$ cat src/rtl/timer_pkg.sv
`default_nettype none
// ============================================================================
//  Module      : timer_pkg
//  Description : Shared definitions for the mm:ss BCD countdown timer:
//                FSM state encoding, BCD digit width, default digit limits
//                and the preset clamp helper used by every digit.
//  Ports       : none (package)
//  Revision    : 1.0  initial release
// ============================================================================
package timer_pkg;

   localparam int c_digit_w    = 4;   // one BCD digit
   localparam int c_ones_limit = 9;   // ones digits count 9..0
   localparam int c_tens_limit = 5;   // tens digits count 5..0

   typedef enum logic [1:0] {
      ST_IDLE  = 2'd0,
      ST_RUN   = 2'd1,
      ST_PAUSE = 2'd2,
      ST_DONE  = 2'd3
   } state_t;

   // Out-of-range presets saturate to the digit's limit rather than
   // loading a non-BCD or non-time value.
   function automatic logic [c_digit_w-1:0] clamp_digit(
      input logic [c_digit_w-1:0] value,
      input logic [c_digit_w-1:0] limit
   );
      return (value > limit) ? limit : value;
   endfunction

endpackage
`default_nettype wire

$ cat src/rtl/down_counter_digit.sv
`default_nettype none
// ============================================================================
//  Module      : down_counter_digit
//  Description : One decrementing BCD digit with borrow chaining. Decrements
//                when en and borrow_in are both high; at 0 it wraps to limit
//                and raises borrow_out so the next digit up decrements too.
//  Ports       : clk        - system clock
//                reset      - asynchronous active-low reset (value -> 0)
//                borrow_in  - decrement request from the digit below
//                en         - global count enable
//                load       - load clamped load_value (has priority)
//                load_value - preset value
//                limit      - max / wrap value of this digit
//                value      - current digit
//                borrow_out - combinational borrow to the next digit
//  Revision    : 1.0  initial release
// ============================================================================
module down_counter_digit
   import timer_pkg::*;
(
   input  logic                 clk,
   input  logic                 reset,
   input  logic                 borrow_in,
   input  logic                 en,
   input  logic                 load,
   input  logic [c_digit_w-1:0] load_value,
   input  logic [c_digit_w-1:0] limit,
   output logic [c_digit_w-1:0] value,
   output logic                 borrow_out
);

   logic [c_digit_w-1:0] r_value;
   logic                 w_dec;

   assign w_dec      = en & borrow_in;
   assign borrow_out = w_dec & (r_value == '0);
   assign value      = r_value;

   always_ff @(posedge clk or negedge reset) begin
      if (!reset) begin
         r_value <= '0;
      end else if (load) begin
         r_value <= clamp_digit(load_value, limit);
      end else if (w_dec) begin
         r_value <= (r_value == '0) ? limit : r_value - 1'b1;
      end
   end

endmodule
`default_nettype wire

$ cat src/rtl/countdown_timer.sv
`default_nettype none
// ============================================================================
//  Module      : countdown_timer
//  Description : Four-digit BCD mm:ss countdown timer. FSM IDLE/RUN/PAUSE/DONE
//                with load/start_pause arbitration and a borrow chain
//                sec_o -> sec_t -> min_o -> min_t.
//  Ports       : clk, reset (async, active-low)
//                tick        - 1 Hz one-clk enable pulse
//                start_pause - start / pause / resume / acknowledge pulse
//                load        - load set_* presets (ignored in RUN)
//                set_*       - preset digits
//                min_t/min_o/sec_t/sec_o - current digits
//                running / done - decoded state
//  Revision    : 1.0  initial release
// ============================================================================
module countdown_timer
   import timer_pkg::*;
#(
   parameter int SEC_TENS_LIMIT = c_tens_limit,
   parameter int MIN_TENS_LIMIT = c_tens_limit,
   parameter int ONES_LIMIT     = c_ones_limit
)(
   input  logic                 clk,
   input  logic                 reset,
   input  logic                 tick,
   input  logic                 start_pause,
   input  logic                 load,
   input  logic [c_digit_w-1:0] set_min_t,
   input  logic [c_digit_w-1:0] set_min_o,
   input  logic [c_digit_w-1:0] set_sec_t,
   input  logic [c_digit_w-1:0] set_sec_o,
   output logic [c_digit_w-1:0] min_t,
   output logic [c_digit_w-1:0] min_o,
   output logic [c_digit_w-1:0] sec_t,
   output logic [c_digit_w-1:0] sec_o,
   output logic                 running,
   output logic                 done
);

   localparam logic [c_digit_w-1:0] c_sec_t_lim = c_digit_w'(SEC_TENS_LIMIT);
   localparam logic [c_digit_w-1:0] c_min_t_lim = c_digit_w'(MIN_TENS_LIMIT);
   localparam logic [c_digit_w-1:0] c_ones_lim  = c_digit_w'(ONES_LIMIT);

   state_t r_state;

   logic w_run;
   logic w_load_acc;
   logic w_tick_acc;
   logic w_is_zero;
   logic w_is_one;
   logic w_b_sec_t;
   logic w_b_min_o;
   logic w_b_min_t;
   logic w_unused_min_t_borrow;

   assign w_run     = (r_state == ST_RUN);
   assign w_is_zero = ({min_t, min_o, sec_t, sec_o} == 16'h0000);
   assign w_is_one  = ({min_t, min_o, sec_t, sec_o} == 16'h0001);

   // Load is only honoured outside RUN; it also shadows start_pause.
   assign w_load_acc = load & ~w_run;
   // A pause request drops a coincident tick; 00:00 never decrements.
   assign w_tick_acc = w_run & tick & ~start_pause & ~w_is_zero;

   assign running = (r_state == ST_RUN);
   assign done    = (r_state == ST_DONE);

   always_ff @(posedge clk or negedge reset) begin
      if (!reset) begin
         r_state <= ST_IDLE;
      end else begin
         case (r_state)
            ST_IDLE: begin
               if (!load && start_pause && !w_is_zero) r_state <= ST_RUN;
            end
            ST_RUN: begin
               if (start_pause)               r_state <= ST_PAUSE;
               else if (w_tick_acc && w_is_one) r_state <= ST_DONE;
            end
            ST_PAUSE: begin
               if (load)             r_state <= ST_IDLE;
               else if (start_pause) r_state <= ST_RUN;
            end
            ST_DONE: begin
               if (load || start_pause) r_state <= ST_IDLE;
            end
            default: r_state <= ST_IDLE;
         endcase
      end
   end

   down_counter_digit u_sec_o (
      .clk        (clk),
      .reset      (reset),
      .borrow_in  (w_tick_acc),
      .en         (w_run),
      .load       (w_load_acc),
      .load_value (set_sec_o),
      .limit      (c_ones_lim),
      .value      (sec_o),
      .borrow_out (w_b_sec_t)
   );

   down_counter_digit u_sec_t (
      .clk        (clk),
      .reset      (reset),
      .borrow_in  (w_b_sec_t),
      .en         (w_run),
      .load       (w_load_acc),
      .load_value (set_sec_t),
      .limit      (c_sec_t_lim),
      .value      (sec_t),
      .borrow_out (w_b_min_o)
   );

   down_counter_digit u_min_o (
      .clk        (clk),
      .reset      (reset),
      .borrow_in  (w_b_min_o),
      .en         (w_run),
      .load       (w_load_acc),
      .load_value (set_min_o),
      .limit      (c_ones_lim),
      .value      (min_o),
      .borrow_out (w_b_min_t)
   );

   // The top digit's borrow can never fire because 00:00 is never decremented.
   down_counter_digit u_min_t (
      .clk        (clk),
      .reset      (reset),
      .borrow_in  (w_b_min_t),
      .en         (w_run),
      .load       (w_load_acc),
      .load_value (set_min_t),
      .limit      (c_min_t_lim),
      .value      (min_t),
      .borrow_out (w_unused_min_t_borrow)
   );

endmodule
`default_nettype wire

$ cat config.mk
export PLATFORM = sky130hd
export DESIGN_NAME = countdown_timer
export DESIGN_NICKNAME = d
export VERILOG_FILES = /design/src/rtl/timer_pkg.sv /design/src/rtl/down_counter_digit.sv /design/src/rtl/countdown_timer.sv
export SDC_FILE = /design/constraint.sdc
export NUM_CORES = 1
export LEC_CHECK = 0
export BUFFER_PORTS_ARGS = -buffer_cell sky130_fd_sc_hd__buf_4
export CORE_MARGIN = 10
export CORE_UTILIZATION = 50
export DETAILED_ROUTE_END_ITERATION = 6
export PLACE_DENSITY = 0.82
export SYNTH_ARGS = -nofsm -noshare
export SYNTH_HDL_FRONTEND = slang
export SYNTH_SLANG_ARGS = --single-unit
$ cat constraint.sdc
create_clock -name clk -period 4 [get_ports clk]
set_input_delay 0.8 -clock clk [delete_from_list [all_inputs] [get_ports clk]]
set_output_delay 0.8 -clock clk [all_outputs]
set_load 0.03 [all_outputs]
==> reports/results.ini, run 1 <==
[grt]
grt_pass1_vias = 1085
grt_pass1_wl_mm = 5.16
grt_max_degree = 25
grt_usage = 0.143
grt_overflow_total = 0
antenna_found_initial = 0

[logic_synthesis]
netlist_instances = 123
synthArstFlopShare = 1.00
synth.yosys.warnings = 0
synth-seq-cells = 18
synth_area_per_cell_sq_um = 8.88
synth-edff-count = 0
synth.net_count = 144
ys_types = 37
post_synth_instance_area_sq_um = 1090
synth-seq-area-share = 0.412
synth_flop_cell = dfrtp_1

[sta]
post-route-period-util = 0.485
fin_setup_tns_ns = 0
worst_clock_skew_ns = 0.00943
report.final.slew_viol_count = 0
rsz0062_at_grt = false
finalSetupViolCount = 0
slew_headroom = 0.503
hold_viol = 0
fmax_mhz = 515
worst_slew_pin_slew_ns = 0.744
min_period_ns = 1.94

[finish]
final_area_sq_um = 1430
layout.cells.most_common = buf_4
syn2layout_area_growth_pct = 31.2
layout-drive-gt1-share = 0.317
num-fill-cells = 177
most-common-layout-cells = buf_4, dfrtp_1, nor2_1, a21oi_1, a31oi_1
diodes = 0
nNetsFinal = 183

[floorplan]
die_w_um = 66.7
design.core.area_sq_um = 2020
num_rows = 16
dieHeight_um = 66.7
dieArea_sq_um = 4450
ios = 39
initial_utilization = 0.540

[power_and_ir_drop]
p_seq_frac = 0.444
pwr-share-comb = 0.354
ir_worst_vdd_v = 0.000212
p_leak_nw = 0.609
p_int_mw = 0.346
p_sw_mw = 0.230
clock_power_share = 0.202
p_total_mw = 0.576
p_per_area_nw_per_um2 = 402
swShare = 0.400

[setup_path]
crit_path_start = r_state[1]
slowest_delay_ns = 0.43
cp-endpoint = running
r2r_end = u_min_o.value[1]
cp_max_fo = 5
path_buf_inv = 2
crit_type = flop to output port
cp.depth = 3
worst_setup_path_start_kind = flop
critPathArrivalTime_ns = 1.14
worstSetupEndpointType = output port
required_ns = 3.20
crit_slowest_cell = dfrtp_1
crit_family = flip-flops
r2r_cells = 4
path_cells = nand2b_1 > inv_1 > buf_4
rr_startpoint = u_sec_t.value[0]
rrSetupSlack_ns = 2.16

[route]
drt_iter0_markers = 63
via_per_inst = 6.02
drt_wl_total_mm = 3.13
ant_nets = 0
wl_per_cell_um = 16.7
drc = 0
dr.pass1.iters = 4
route.vias.total = 1131

[cts]
root_buffer = clkbuf_4
clock_sinks = 18
path_clk_slew_ns = 0.12
cts_buffer_depth = 2
numCtsBuffers = 3
htree_levels = 1
clock_latency_ns = 0.30
cts_resized = 0
postCtsSetupBuffers = 0
postCtsHoldBufs = 0
cts_tree = done

[run_status]
outcome = completed

[place]
io_buffers = 38
placed_area_sq_um = 1400
dp_hpwl_mm = 2.40
gp_congestion = 0.781

[min_path]
hold_path.class = primary input to async pin

[run]
max-cap-violations = 0

-- Yosys cell counts, types with 2 or more instances --
cell type / number / area share
o21ai_0: 7 / 0.032
clkbuf_1: 4 / 0.014
nor3_1: 3 / 0.014
o221ai_1: 2 / 0.016
nand3b_1: 3 / 0.021
o31ai_1: 3 / 0.021
nand2_1: 9 / 0.031
a31oi_1: 10 / 0.057
inv_1: 6 / 0.021
a21oi_1: 12 / 0.055
dfrtp_1: 18 / 0.41
a22oi_1: 2 / 0.014
or4_1: 4 / 0.027
nor2_1: 12 / 0.041
nor4_1: 4 / 0.023
and4_2: 2 / 0.018
o211ai_1: 2 / 0.014
-- final cells by class --
class / instances / area [sq um] / share of cell area
Clock buffer: 4 / 36.3 / 0.0253
Tap cell: 27 / 33.8 / 0.0236
Inverter: 6 / 22.5 / 0.0157
Multi-Input combinational cell: 95 / 604 / 0.422
Sequential cell: 18 / 450 / 0.314
Timing Repair Buffer: 38 / 285 / 0.199
-- sequential cells by signal, indices dropped and copies added, names as in the netlist --
signal         cells
u_sec_t.value      4
r_state            2
u_sec_o.value      4
u_min_t.value      4
u_min_o.value      4
-- power by group through the flow --
stage / clock (mW) / sequential (mW) / combinational, mW
after floorplan: 0 / 0.299 / 0.0748
after global placement: 0 / 0.256 / 0.202
after detailed placement: 0 / 0.257 / 0.206
after CTS: 0.120 / 0.254 / 0.207
after global routing: 0.124 / 0.261 / 0.222
final: 0.116 / 0.255 / 0.204
-- logic make-up (layout without fill, tap and decap cells) --
family,Yosys count,in the layout,share of synthesized area
simple gates,50,50,0.288
flops,18,18,0.412
buf+inv,10,48,0.0344
compound gates,45,45,0.266
-- metrics by stage --
| stage | setup slack [ns] | util | cells | hold slack, ns |
|---|---|---|---|---|
| after floorplan | 2.01 | - | 123 | 0.504 |
| after global placement | 1.80 | 0.691 | 184 | 0.556 |
| after detailed placement | 1.77 | 0.691 | 184 | 0.561 |
| after CTS | 2.05 | 0.709 | 188 | 0.357 |
| after global routing | 1.86 | 0.709 | 188 | 0.361 |
| final | 2.06 | 0.709 | 188 | 0.352 |
-- worst min-delay path by stage --
stage,start,endpoint,cells after the start
2_1_floorplan,reset,r_state[0],0
3_3_place_gp,u_min_t.value[3],u_min_t.value[3],1
3_5_place_dp,u_min_t.value[3],u_min_t.value[3],1
4_1_cts,reset,u_min_t.value[0],1
5_1_grt,reset,u_min_t.value[1],1
6_report,reset,u_min_t.value[0],1
-- layer usage --
layer / part of all wire / GRT usage
met2: 0.48 / 0.226
met5: 0 / 0
met4: 0.0045 / 0.0393
met1: 0.42 / 0.179
met3: 0.093 / 0.0468
Note: power is estimated with default switching activity, not from simulation.
==> inputs of run 2 (changes only) <==
--- a/config.mk
+++ b/config.mk
@@ -7,9 +7,9 @@
 export LEC_CHECK = 0
 export BUFFER_PORTS_ARGS = -buffer_cell sky130_fd_sc_hd__buf_4
 export CORE_MARGIN = 10
-export CORE_UTILIZATION = 50
+export CORE_UTILIZATION = 44
 export DETAILED_ROUTE_END_ITERATION = 6
-export PLACE_DENSITY = 0.82
+export PLACE_DENSITY = 0.77
 export SYNTH_ARGS = -nofsm -noshare
 export SYNTH_HDL_FRONTEND = slang
 export SYNTH_SLANG_ARGS = --single-unit
==> constraint.sdc (replaced) <==
create_clock -name clk -period 1.64 [get_ports clk]
set_input_delay 0.328 -clock clk [delete_from_list [all_inputs] [get_ports clk]]
set_output_delay 0.328 -clock clk [all_outputs]
set_load 0.03 [all_outputs]
==> reports/results.ini, run 2 (synthesized netlist as in run 1, its figures left out) <==
[run_status]
outcome = finished, violations left
violations = negative setup slack

[finish]
syn2layout_area_growth_pct = 55.1
layout.cells.most_common = buf_4
nNetsFinal = 205
diodes = 0
layout-drive-gt1-share = 0.486
most-common-layout-cells = buf_4, a21oi_1, dfrtp_1
num-fill-cells = 174
final_cells = 211

[sta]
rsz0062_at_grt = true
hold_viol = 0
slew_headroom = 0.729
post-route-period-util = 1.01
min_period_ns = 1.66
worst_slew_pin_slew_ns = 0.396
fin_ws_ns = -0.0244
worst_clock_skew_ns = 0.0149
report.final.slew_viol_count = 0
fmax_mhz = 601
finalSetupViolCount = 1

[grt]
antenna_found_initial = 0
grt_usage = 0.136
grt_pass1_wl_mm = 5.61
grt_overflow_total = 0
grt_pass1_vias = 1155
grt_max_degree = 19

[setup_path]
required_ns = 1.83
rrSetupSlack_ns = -0.02
r2r_cells = 5
cp-endpoint = u_min_t.value[3]
cp_max_fo = 7
crit_path_start = u_sec_o.value[1]
crit_type = flop to flop
worstSetupEndpointType = flop
critPathArrivalTime_ns = 1.86
worst_setup_path_start_kind = flop
r2r_end = u_min_t.value[3]
rr_startpoint = u_sec_o.value[1]

[route]
wl_per_cell_um = 18.4
ant_nets = 0
via_per_inst = 6.11
drt_wl_total_mm = 3.88
drc = 0
route.vias.total = 1289
drt_iter0_markers = 102
dr.pass1.iters = 4

[min_path]
min-delay-start = load
hold_path.class = primary input to flop

[cts]
clock_sinks = 18
numCtsBuffers = 3
path_clk_slew_ns = 0.12
root_buffer = clkbuf_4
htree_levels = 1
clock_latency_ns = 0.31
cts_tree = done
cts_buffer_depth = 2

[floorplan]
dieHeight_um = 69.8
dieArea_sq_um = 4880
ios = 39
initial_utilization = 0.475
die_w_um = 69.8
num_rows = 17
design.core.area_sq_um = 2300

[place]
gp_congestion = 0.803
dp.cells = 203
dp_hpwl_mm = 2.61
io_buffers = 38

[power_and_ir_drop]
p_per_area_nw_per_um2 = 905
ir_worst_vdd_v = 0.000682
p_total_mw = 1.53
p_leak_nw = 0.715

[run]
max-cap-violations = 0

-- run 2: cell count changes in the layout (fill, tap and decap cells not counted), moves of 3 or more --
cell | before | now
dfrtp_2 | 0 | 6
buf_4 | 38 | 58
dfrtp_1 | 18 | 12
nor4_2 | 0 | 3
nor4_1 | 4 | 0
-- run 2: area by class of cell --
class                      count  area, sq um  share of cell area
timing repair buffer          60          457               0.270
clock buffer                   4         26.3              0.0155
multi-input combinational     95          696               0.411
inverter                       6         22.5              0.0133
sequential                    18          458               0.270
tap                           28         35.0              0.0207
-- run 2: worst min-delay path by stage --
stage                      end  cells past startpoint
finish              r_state[1]                      2
global route        r_state[1]                      2
CTS                 r_state[1]                      2
detailed placement  r_state[0]                      1
global placement    r_state[0]                      1
floorplan           r_state[0]                      0
-- run 2: per-stage QoR --
step                 util  setup WS (ns)  hold WS, ns  cell area, sq um  TNS (ns)
finish              0.737        -0.0244        0.249              1690   -0.0244
global route        0.737        -0.0971        0.258              1690    -0.454
CTS                 0.688        0.00273        0.256              1580         0
detailed placement  0.673        -0.0606        0.213              1550   -0.0949
global placement    0.673        -0.0295        0.215              1550   -0.0295
floorplan               -        -0.0218       0.0324              1100   -0.0218
-- run 2: timing repair --
item / 4_1_cts / 5_1_grt
setup buffers: 0 / 3
setup endpoints to repair: 0 / 15
resized for setup: 0 / 20
hold buffers: 1 / 0
endpoints found under the hold margin: 18 / 0
-- run 2: worst max-delay path: stages (launching register included) --
cell and delay [ns]:
dfrtp_1 0.44, nor3_4 0.29, buf_6 0.15, nand4_2 0.10, buf_4 0.19, o311a_2 0.37
-- run 2: metal layers --
metal / routed length (um) / track usage / part of all wire
met2: 1920 / 0.216 / 0.49
met1: 1620 / 0.167 / 0.42
met5: 0 / 0 / 0
met4: 111 / 0.0457 / 0.029
met3: 233 / 0.0414 / 0.060
-- run 2: power breakdown --
group	switching (mW)	internal (mW)	total, mW
registers	0.104	0.515	0.620
logic	0.382	0.283	0.666
clock network	0.154	0.0951	0.249
total	0.640	0.894	1.53
==> inputs of run 3 (changes only) <==
--- a/config.mk
+++ b/config.mk
@@ -7,9 +7,9 @@
 export LEC_CHECK = 0
 export BUFFER_PORTS_ARGS = -buffer_cell sky130_fd_sc_hd__buf_4
 export CORE_MARGIN = 10
-export CORE_UTILIZATION = 44
+export CORE_UTILIZATION = 48
 export DETAILED_ROUTE_END_ITERATION = 6
-export PLACE_DENSITY = 0.77
+export PLACE_DENSITY = 0.8
 export SYNTH_ARGS = -nofsm -noshare
 export SYNTH_HDL_FRONTEND = slang
 export SYNTH_SLANG_ARGS = --single-unit
==> constraint.sdc (replaced) <==
create_clock -name clk -period 1.73 [get_ports clk]
set_input_delay 0.346 -clock clk [delete_from_list [all_inputs] [get_ports clk]]
set_output_delay 0.346 -clock clk [all_outputs]
set_load 0.03 [all_outputs]
==> reports/results.ini, run 3 (synthesized netlist as in run 1, its figures left out) <==
[power_and_ir_drop]
p_sw_mw = 0.543
p_per_area_nw_per_um2 = 873
clock_power_share = 0.162
p_int_mw = 0.806
p_seq_frac = 0.429
pwr-share-comb = 0.410
ir_worst_vdd_v = 0.000726
p_leak_nw = 0.661
swShare = 0.403

[place]
dp.cells = 197
gp_congestion = 0.856
io_buffers = 38
placed_area_sq_um = 1490
dp_hpwl_mm = 2.59

[cts]
cts_buffer_depth = 2
clock_sinks = 18
numCtsBuffers = 3
path_clk_slew_ns = 0.11
htree_levels = 1
root_buffer = clkbuf_4
clock_latency_ns = 0.29
cts_tree = done

[setup_path]
slowest_delay_ns = 0.48
required_ns = 1.90
rr_startpoint = u_sec_t.value[1]
cp_max_fo = 7
crit_type = flop to flop
path_cells = nor4_4 > nand4_2 > buf_4 > o311a_2
r2r_cells = 4
crit_slowest_cell = dfrtp_2
worstSetupEndpointType = flop
crit_path_start = u_sec_t.value[1]
critPathArrivalTime_ns = 1.85
worst_setup_path_start_kind = flop

[finish]
most-common-layout-cells = buf_4, dfrtp_1, a21oi_1
layout.cells.most_common = buf_4
layout-drive-gt1-share = 0.391
diodes = 0
nNetsFinal = 196
syn2layout_area_growth_pct = 41.6
num-fill-cells = 170
final_cells = 202
final_area_sq_um = 1550

[run_status]
outcome = completed

[sta]
worst_slew_pin_slew_ns = 0.367
finalSetupViolCount = 0
hold_viol = 0
fmax_mhz = 596
slew_headroom = 0.749
min_period_ns = 1.68
report.final.slew_viol_count = 0
worst_clock_skew_ns = 0.00799
post-route-period-util = 0.971

[min_path]
whs_path_depth = 2
min-delay-start = start_pause
hold_path.class = primary input to flop

[grt]
grt_usage = 0.145
grt_overflow_total = 0
antenna_found_initial = 0
grt_pass1_wl_mm = 5.29
grt_pass1_vias = 1222
grt_max_degree = 19

[floorplan]
design.core.area_sq_um = 2190
num_rows = 17
die_w_um = 67.7
initial_utilization = 0.499
dieArea_sq_um = 4580
dieHeight_um = 67.7
ios = 39

[route]
route.vias.total = 1224
via_per_inst = 6.06
drc = 0
wl_per_cell_um = 16.3
ant_nets = 0
drt_wl_total_mm = 3.30
dr.pass1.iters = 4
drt_iter0_markers = 85

[run]
max-cap-violations = 0

run 3: final cells by class:
cell class / instances / area [sq um] / area share
inverter: 6 / 22.5 / 0.0146
timing repair buffer: 51 / 385 / 0.249
clock buffer: 4 / 26.3 / 0.0170
tap: 28 / 35.0 / 0.0227
multi-input combinational: 95 / 623 / 0.403
sequential: 18 / 454 / 0.294
run 3: what timing repair did:
item | CTS | global route
endpoints found under the setup margin | 0 | 4
gates resized for setup | 0 | 5
setup buffers | 0 | 0
hold buffers | 1 | 0
endpoints found under the hold margin | 18 | 0
run 3: worst paths after layout:
| path | endpoint | slack (ns) |
|---|---|---|
| worst max-delay path | u_min_t.value[3] | 0.05 |
| worst min-delay path | r_state[1] | 0.29 |
| worst max register to register | u_min_t.value[3] | 0.05 |
| worst min register to register | u_min_t.value[3] | 0.58 |
| max in group asynchronous | u_sec_t.value[0] | 1.05 |
| min in group asynchronous | u_min_o.value[0] | 0.46 |
run 3: through the flow:
step / total power, mW / setup TNS, ns / setup slack [ns] / hold WS, ns / util
6_report: 1.35 / 0 / 0.0510 / 0.286 / 0.706
3_5_place_dp: 1.12 / -0.00858 / -0.00858 / 0.230 / 0.681
3_3_place_gp: 1.11 / 0 / 0.0296 / 0.229 / 0.681
2_1_floorplan: 0.868 / 0 / 0.0310 / 0.0504 / -
5_1_grt: 1.43 / -0.0137 / -0.0137 / 0.280 / 0.706
4_1_cts: 1.34 / 0 / 0.0453 / 0.279 / 0.697
run 3: power by group through the flow:
stage | sequential (mW) | clock, mW | combinational [mW]
2_1_floorplan | 0.695 | 0 | 0.173
3_3_place_gp | 0.570 | 0 | 0.535
3_5_place_dp | 0.579 | 0 | 0.543
4_1_cts | 0.570 | 0.220 | 0.547
5_1_grt | 0.590 | 0.238 | 0.598
6_report | 0.578 | 0.218 | 0.553
run 3: layer usage:
layer  global-route usage  part of all wire  up-vias
li1                     -                 -      588
met1                0.166              0.41      595
met2                0.257              0.52       37
met3               0.0314             0.062        4
met4               0.0513            0.0073        0
met5                    0                 0        -
run 3: critical path: cells and delay by family (launching register included):
kind                   cells  cell delay, ns
AND/OR/NAND/NOR            2            0.50
AO/OA/AOI/OAI              1            0.38
flip-flops                 1            0.48
buffers and inverters      1            0.20
